`src/rtl/bit_countdown_if.sv`:
```
// Control/status bundle for the loadable down-counter.
// The master drives the controls; the counter (slave) drives the count and status.
interface bit_countdown_if #(
  parameter int WIDTH = 3
);
  logic             load;
  logic [WIDTH-1:0] load_val;
  logic             start;
  logic             pause;
  logic             reload_en;
  logic [WIDTH-1:0] q;
  logic             busy;
  logic             tc;
  logic             done;

  modport master (
    output load, load_val, start, pause, reload_en,
    input  q, busy, tc, done
  );

  modport slave (
    input  load, load_val, start, pause, reload_en,
    output q, busy, tc, done
  );
endinterface

```
`src/rtl/bit_countdown.sv`:
```
// Loadable down-counter/timer with start/pause control, terminal-count pulse,
// and optional auto-reload for periodic tick generation.
module bit_countdown #(
  parameter int WIDTH = 3
) (
  input  logic            clk,
  input  logic            rst_n,
  bit_countdown_if.slave  bus
);
  localparam logic [1:0] S_IDLE = 2'd0;
  localparam logic [1:0] S_RUN  = 2'd1;
  localparam logic [1:0] S_DONE = 2'd2;

  localparam logic [WIDTH-1:0] ZERO = '0;
  localparam logic [WIDTH-1:0] ONE  = WIDTH'(1);

  logic [1:0]       state, state_nxt;
  logic [WIDTH-1:0] q, q_nxt;
  logic [WIDTH-1:0] rld, rld_nxt;
  logic             tc, tc_nxt;
  logic             busy, done;

  always_comb begin
    state_nxt = state;
    q_nxt     = q;
    rld_nxt   = rld;
    tc_nxt    = 1'b0;
    if (bus.load) begin
      q_nxt     = bus.load_val;
      rld_nxt   = bus.load_val;
      state_nxt = S_IDLE;
    end else begin
      case (state)
        S_IDLE: begin
          if (bus.start) begin
            if (q != ZERO) begin
              state_nxt = S_RUN;
            end else begin
              state_nxt = S_DONE;
              tc_nxt    = ~tc;
            end
          end
        end
        S_DONE: begin
          if (bus.start) begin
            if (rld != ZERO) begin
              q_nxt     = rld;
              state_nxt = S_RUN;
            end else begin
              // A held start on a zero reload must not stretch tc.
              tc_nxt = ~tc;
            end
          end
        end
        S_RUN: begin
          if (!bus.pause) begin
            if (q == ONE) begin
              q_nxt  = ZERO;
              tc_nxt = 1'b1;
              if (!bus.reload_en) state_nxt = S_DONE;
            end else if (q == ZERO) begin
              // Zero is only seen in RUN in reload mode: one cycle at 0, then reload.
              q_nxt = rld;
            end else begin
              q_nxt = q - ONE;
            end
          end
        end
        default: state_nxt = S_IDLE;
      endcase
    end
  end

  always_ff @(posedge clk or negedge rst_n) begin
    if (!rst_n) begin
      state <= S_IDLE;
      q     <= ZERO;
      rld   <= ZERO;
      tc    <= 1'b0;
      busy  <= 1'b0;
      done  <= 1'b0;
    end else begin
      state <= state_nxt;
      q     <= q_nxt;
      rld   <= rld_nxt;
      tc    <= tc_nxt;
      busy  <= (state_nxt == S_RUN);
      done  <= (state_nxt == S_DONE);
    end
  end

  assign bus.q    = q;
  assign bus.busy = busy;
  assign bus.tc   = tc;
  assign bus.done = done;
endmodule

```
`src/flat_wrapper.sv`:
```
// flat-port wrapper written by rule: the top's interface ports become plain ports
module bit_countdown_flat 
#(
  parameter int WIDTH = 3
)
  (clk, rst_n, bus_load, bus_load_val, bus_start, bus_pause, bus_reload_en, bus_q, bus_busy, bus_tc, bus_done);
  bit_countdown_if #(.WIDTH(WIDTH)) bus_i ();
  input  logic clk;
  input  logic rst_n;
  input wire logic [$bits(bus_i.load)-1:0] bus_load;
  input wire logic [$bits(bus_i.load_val)-1:0] bus_load_val;
  input wire logic [$bits(bus_i.start)-1:0] bus_start;
  input wire logic [$bits(bus_i.pause)-1:0] bus_pause;
  input wire logic [$bits(bus_i.reload_en)-1:0] bus_reload_en;
  output wire logic [$bits(bus_i.q)-1:0] bus_q;
  output wire logic [$bits(bus_i.busy)-1:0] bus_busy;
  output wire logic [$bits(bus_i.tc)-1:0] bus_tc;
  output wire logic [$bits(bus_i.done)-1:0] bus_done;
  assign bus_i.load = bus_load;
  assign bus_i.load_val = bus_load_val;
  assign bus_i.start = bus_start;
  assign bus_i.pause = bus_pause;
  assign bus_i.reload_en = bus_reload_en;
  assign bus_q = bus_i.q;
  assign bus_busy = bus_i.busy;
  assign bus_tc = bus_i.tc;
  assign bus_done = bus_i.done;
  bit_countdown #(.WIDTH(WIDTH)) u_core (.clk(clk), .rst_n(rst_n), .bus(bus_i));
endmodule
```
`config.mk`:
```
export PLATFORM = sky130hd
export DESIGN_NAME = bit_countdown_flat
export DESIGN_NICKNAME = d
export VERILOG_FILES = /design/src/rtl/bit_countdown_if.sv /design/src/rtl/bit_countdown.sv /design/src/flat_wrapper.sv
export SDC_FILE = /design/constraint.sdc
export NUM_CORES = 1
export LEC_CHECK = 0
export CORE_MARGIN = 1
export CORE_UTILIZATION = 40
export DETAILED_ROUTE_END_ITERATION = 8
export GPL_TIMING_DRIVEN = 0
export PLACE_DENSITY = 0.69
export SETUP_SLACK_MARGIN = 0.2
export SLEW_MARGIN = 10
export SYNTH_ARGS = -nofsm -noshare
export SYNTH_HDL_FRONTEND = slang
export SYNTH_SLANG_ARGS = --single-unit
```
`constraint.sdc`:
```
create_clock -name clk -period 1.6 [get_ports clk]
set_input_delay 0.32 -clock clk [delete_from_list [all_inputs] [get_ports clk]]
set_output_delay 0.32 -clock clk [all_outputs]
set_load 0.005 [all_outputs]
```
==> metrics.cfg, run 1 <==
[run_status]
outcome=complete, but fails checks
violations=negative setup slack

[route]
dr_wl_met2_um=934
remaining_drc_errors=0
initialDrtViolationCount=11
drtAntennaViolNets=0
first_pass_iters=4
avgRoutedWirePerCell_um=15.6
wl_met3_um=100
totalWireLength_mm=1.76
vias=638
top_layer=met3
vias_per_cell=5.65
wl_met1_um=725

[floorplanning]
start_util_pct=42.8
fp.dieH_um=42.1
die_w_um=42.1
coreArea_mm2=0.00151
io_pins=15
dieArea_mm2=0.00178
rows=14

[placement]
place_ws_ns=-0.0675
dp_hpwl_mm=1.10
globalplace.congestion=0.764
placed_cell_area_um2=822
portBuffers=14
dp_cells=94

[cts]
cts.reportedPaths.clkPinSlew_ns=0.07
clkLatencyLatePin_ns=0.27
cts_tree=built
cts_buffers=3
cts_root_buf=clkbuf_4
h-tree-depth=1
ctsLongestPathBuffers=2
holdBufCountCts=0
clock_sinks=11

[power_and_ir_drop]
p_int_mw=0.595
power_leakage_nw=0.454
peakVddDrop_uv=547
pwr-share-seq_pct=39.2
pwr-share-clk_pct=22.1
p_per_area_mw_per_mm2=839
swShare_pct=31.0
comb_power_share_pct=38.7
switching_power_mw=0.267

[global_routing]
grt_max_degree=12
antenna_found_initial=0
track_usage_pct=21.8
grt_pass1_wl_mm=2.97
grt_overflow=0
grt_pass1_vias=662

[yosys]
syn_inst=64
syn-cell-area_um2=644
synth_warnings=0
yosysUniqueCellTypes=29
synth_fp_nets=76
ys_seq_elements=11
yosysSeqAreaShare_pct=42.7
avgSynthCellArea_um2=10.1

[setup_path]
arrival_ns=1.79
critPathLaunchType=register
crit_chain=inv_2 -> buf_12 -> ha_4 -> nor2b_4 -> a21oi_1 -> or4_4 -> o31ai_1
critPathMaxStageDelay_ns=0.43
endpoint_kind=register
crit_path_max_fanout=4
required_ns=1.78
critPathKind=reg2reg
slowest_stage=or4_4

[sta]
hold_violations=0
fmax_mhz=619
tightest_slew_ns=0.495
finalSetupViolCount=2
fin_tns_setup_ns=-0.0276
maxSlewViolCount=0
period_share_pct=101
fin_ws_ns=-0.0158
fin_crit_ns=1.62
finClkSkew_ns=0.00421
rsz0062_at_grt=yes
relSlewSlack_pct=66.9

[flow_run]
maxCapViolCount=0

[final_layout]
final_nets=110
syn_to_final_growth_pct=59.4
final_area_mm2=0.00103
final_common_cell=buf_4
fin_cells=113
antennaDiodeCount=0
final_cell_mix=buf_4 (15), dfrtp_1 (9), clkdlybuf4s50_1 (8), dlygate4sd2_1 (5)
drive_gt1_share_pct=41.2

[worst_hold_path]
hold_path_class=in2async

## metal layers
metal	vias to the layer above	GRT usage [%]
met5	-	0
met4	0	3.13
met3	0	6.03
met2	25	40.9
met1	309	24.9
li1	304	-
## power groups by stage
stage | Sequential (mW) | Clock [mW] | Combinational (mW)
2_1_floorplan | 0.341 | 0 | 0.130
3_3_place_gp | 0.347 | 0 | 0.216
3_5_place_dp | 0.348 | 0 | 0.220
4_1_cts | 0.337 | 0.197 | 0.285
5_1_grt | 0.340 | 0.207 | 0.361
6_report | 0.338 | 0.191 | 0.333
## logic make-up after synthesis
logic type / after synthesis / synth area share, %
AND/OR/NAND/NOR: 22 / 22.3
buffers and inverters: 7 / 4.66
adder cells (fa/ha/maj): 3 / 5.83
flip-flops: 11 / 42.7
multiplexers: 1 / 1.55
AO/OA/AOI/OAI: 20 / 22.9
## final timing paths
path	from	endpoint	slack [ns]	depth (start not counted)
worst max register to register	u_core.bus.q[1]	u_core.bus.done	-0.02	7
min in group clk	bus_load_val[2]	u_core.bus.q[2]	0.62	3
worst min-delay path	rst_n	u_core.rld[1]	0.38	1
max in group asynchronous	rst_n	u_core.rld[2]	0.86	1
worst min register to register	u_core.bus.tc	u_core.bus.tc	0.63	3
worst max-delay path	u_core.bus.q[1]	u_core.bus.done	-0.02	7
## registers in the layout, indices dropped and copies added (netlist names)
| register | cells |
|---|---|
| u_core.bus.tc | 1 |
| u_core.bus.busy | 1 |
| u_core.bus.q | 3 |
| u_core.rld | 3 |
| u_core.state | 2 |
| u_core.bus.done | 1 |
## worst max-delay path: cells and delay by family (launching register included)
family,cells,cell delay (ns)
adders and majority gates,1,0.15
and+or+nand+nor,2,0.64
AOI/OAI and AO/OA,2,0.16
DFF,1,0.39
buffers and inverters,2,0.18
## metrics by stage
stage                     utilization, %  total power, mW  hold WS, ns
after floorplan                        -            0.472       0.0244
after global placement              54.6            0.562        0.524
after detailed placement            54.6            0.568        0.543
after CTS                           63.9            0.818        0.403
after global routing                68.2            0.908        0.445
final                               68.2            0.862        0.382
## cell type report
cell class	count	area, um^2
clock buffer	4	26.3
buffer	2	12.5
inverter	5	18.8
tap	16	20.0
sequential	11	278
timing repair buffer	29	260
fill	125	479
multi-input combinational	46	412
## cells in the mapped netlist
master | instances | share of area (%)
nor2b_2 | 1 | 1.4
clkbuf_1 | 1 | 0.58
buf_4 | 1 | 1.2
nor2_1 | 3 | 1.7
nor4bb_1 | 1 | 1.6
inv_1 | 5 | 2.9
a21oi_1 | 3 | 2.3
nor2b_1 | 3 | 2.9
o311ai_1 | 2 | 2.7
o21ba_2 | 1 | 1.6
ha_1 | 3 | 5.8
or3b_1 | 1 | 1.4
a22oi_1 | 2 | 2.3
or3_1 | 2 | 1.9
nor3_4 | 1 | 2.5
o22ai_2 | 1 | 1.9
nand2_1 | 3 | 1.7
o211ai_1 | 2 | 2.3
mux2i_1 | 1 | 1.6
nand3b_1 | 1 | 1.2
o311a_1 | 1 | 1.6
o31ai_1 | 3 | 3.5
or4_1 | 1 | 1.2
o21ai_0 | 3 | 2.3
dfrtp_1 | 11 | 43
and3b_1 | 1 | 1.4
nor3_1 | 2 | 1.6
nand2b_1 | 2 | 1.9
o21a_1 | 2 | 2.3
## what timing repair did
item                       4_1_cts  5_1_grt
setup endpoints to repair       14       12
setup buffers                   13        2
pin swaps                        5        5
resized for setup               13       10
Note: power is estimated with default switching activity, not from simulation.
==> inputs of run 2 (changes only) <==
--- a/config.mk
+++ b/config.mk
@@ -7,6 +7,7 @@
 export LEC_CHECK = 0
 export CORE_MARGIN = 1
 export CORE_UTILIZATION = 40
+export CTS_CLUSTER_SIZE = 40
 export DETAILED_ROUTE_END_ITERATION = 8
 export GPL_TIMING_DRIVEN = 0
 export PLACE_DENSITY = 0.69
==> results of run 2 <==
The final DEF is identical to that of run 1; final timing and power are the same.
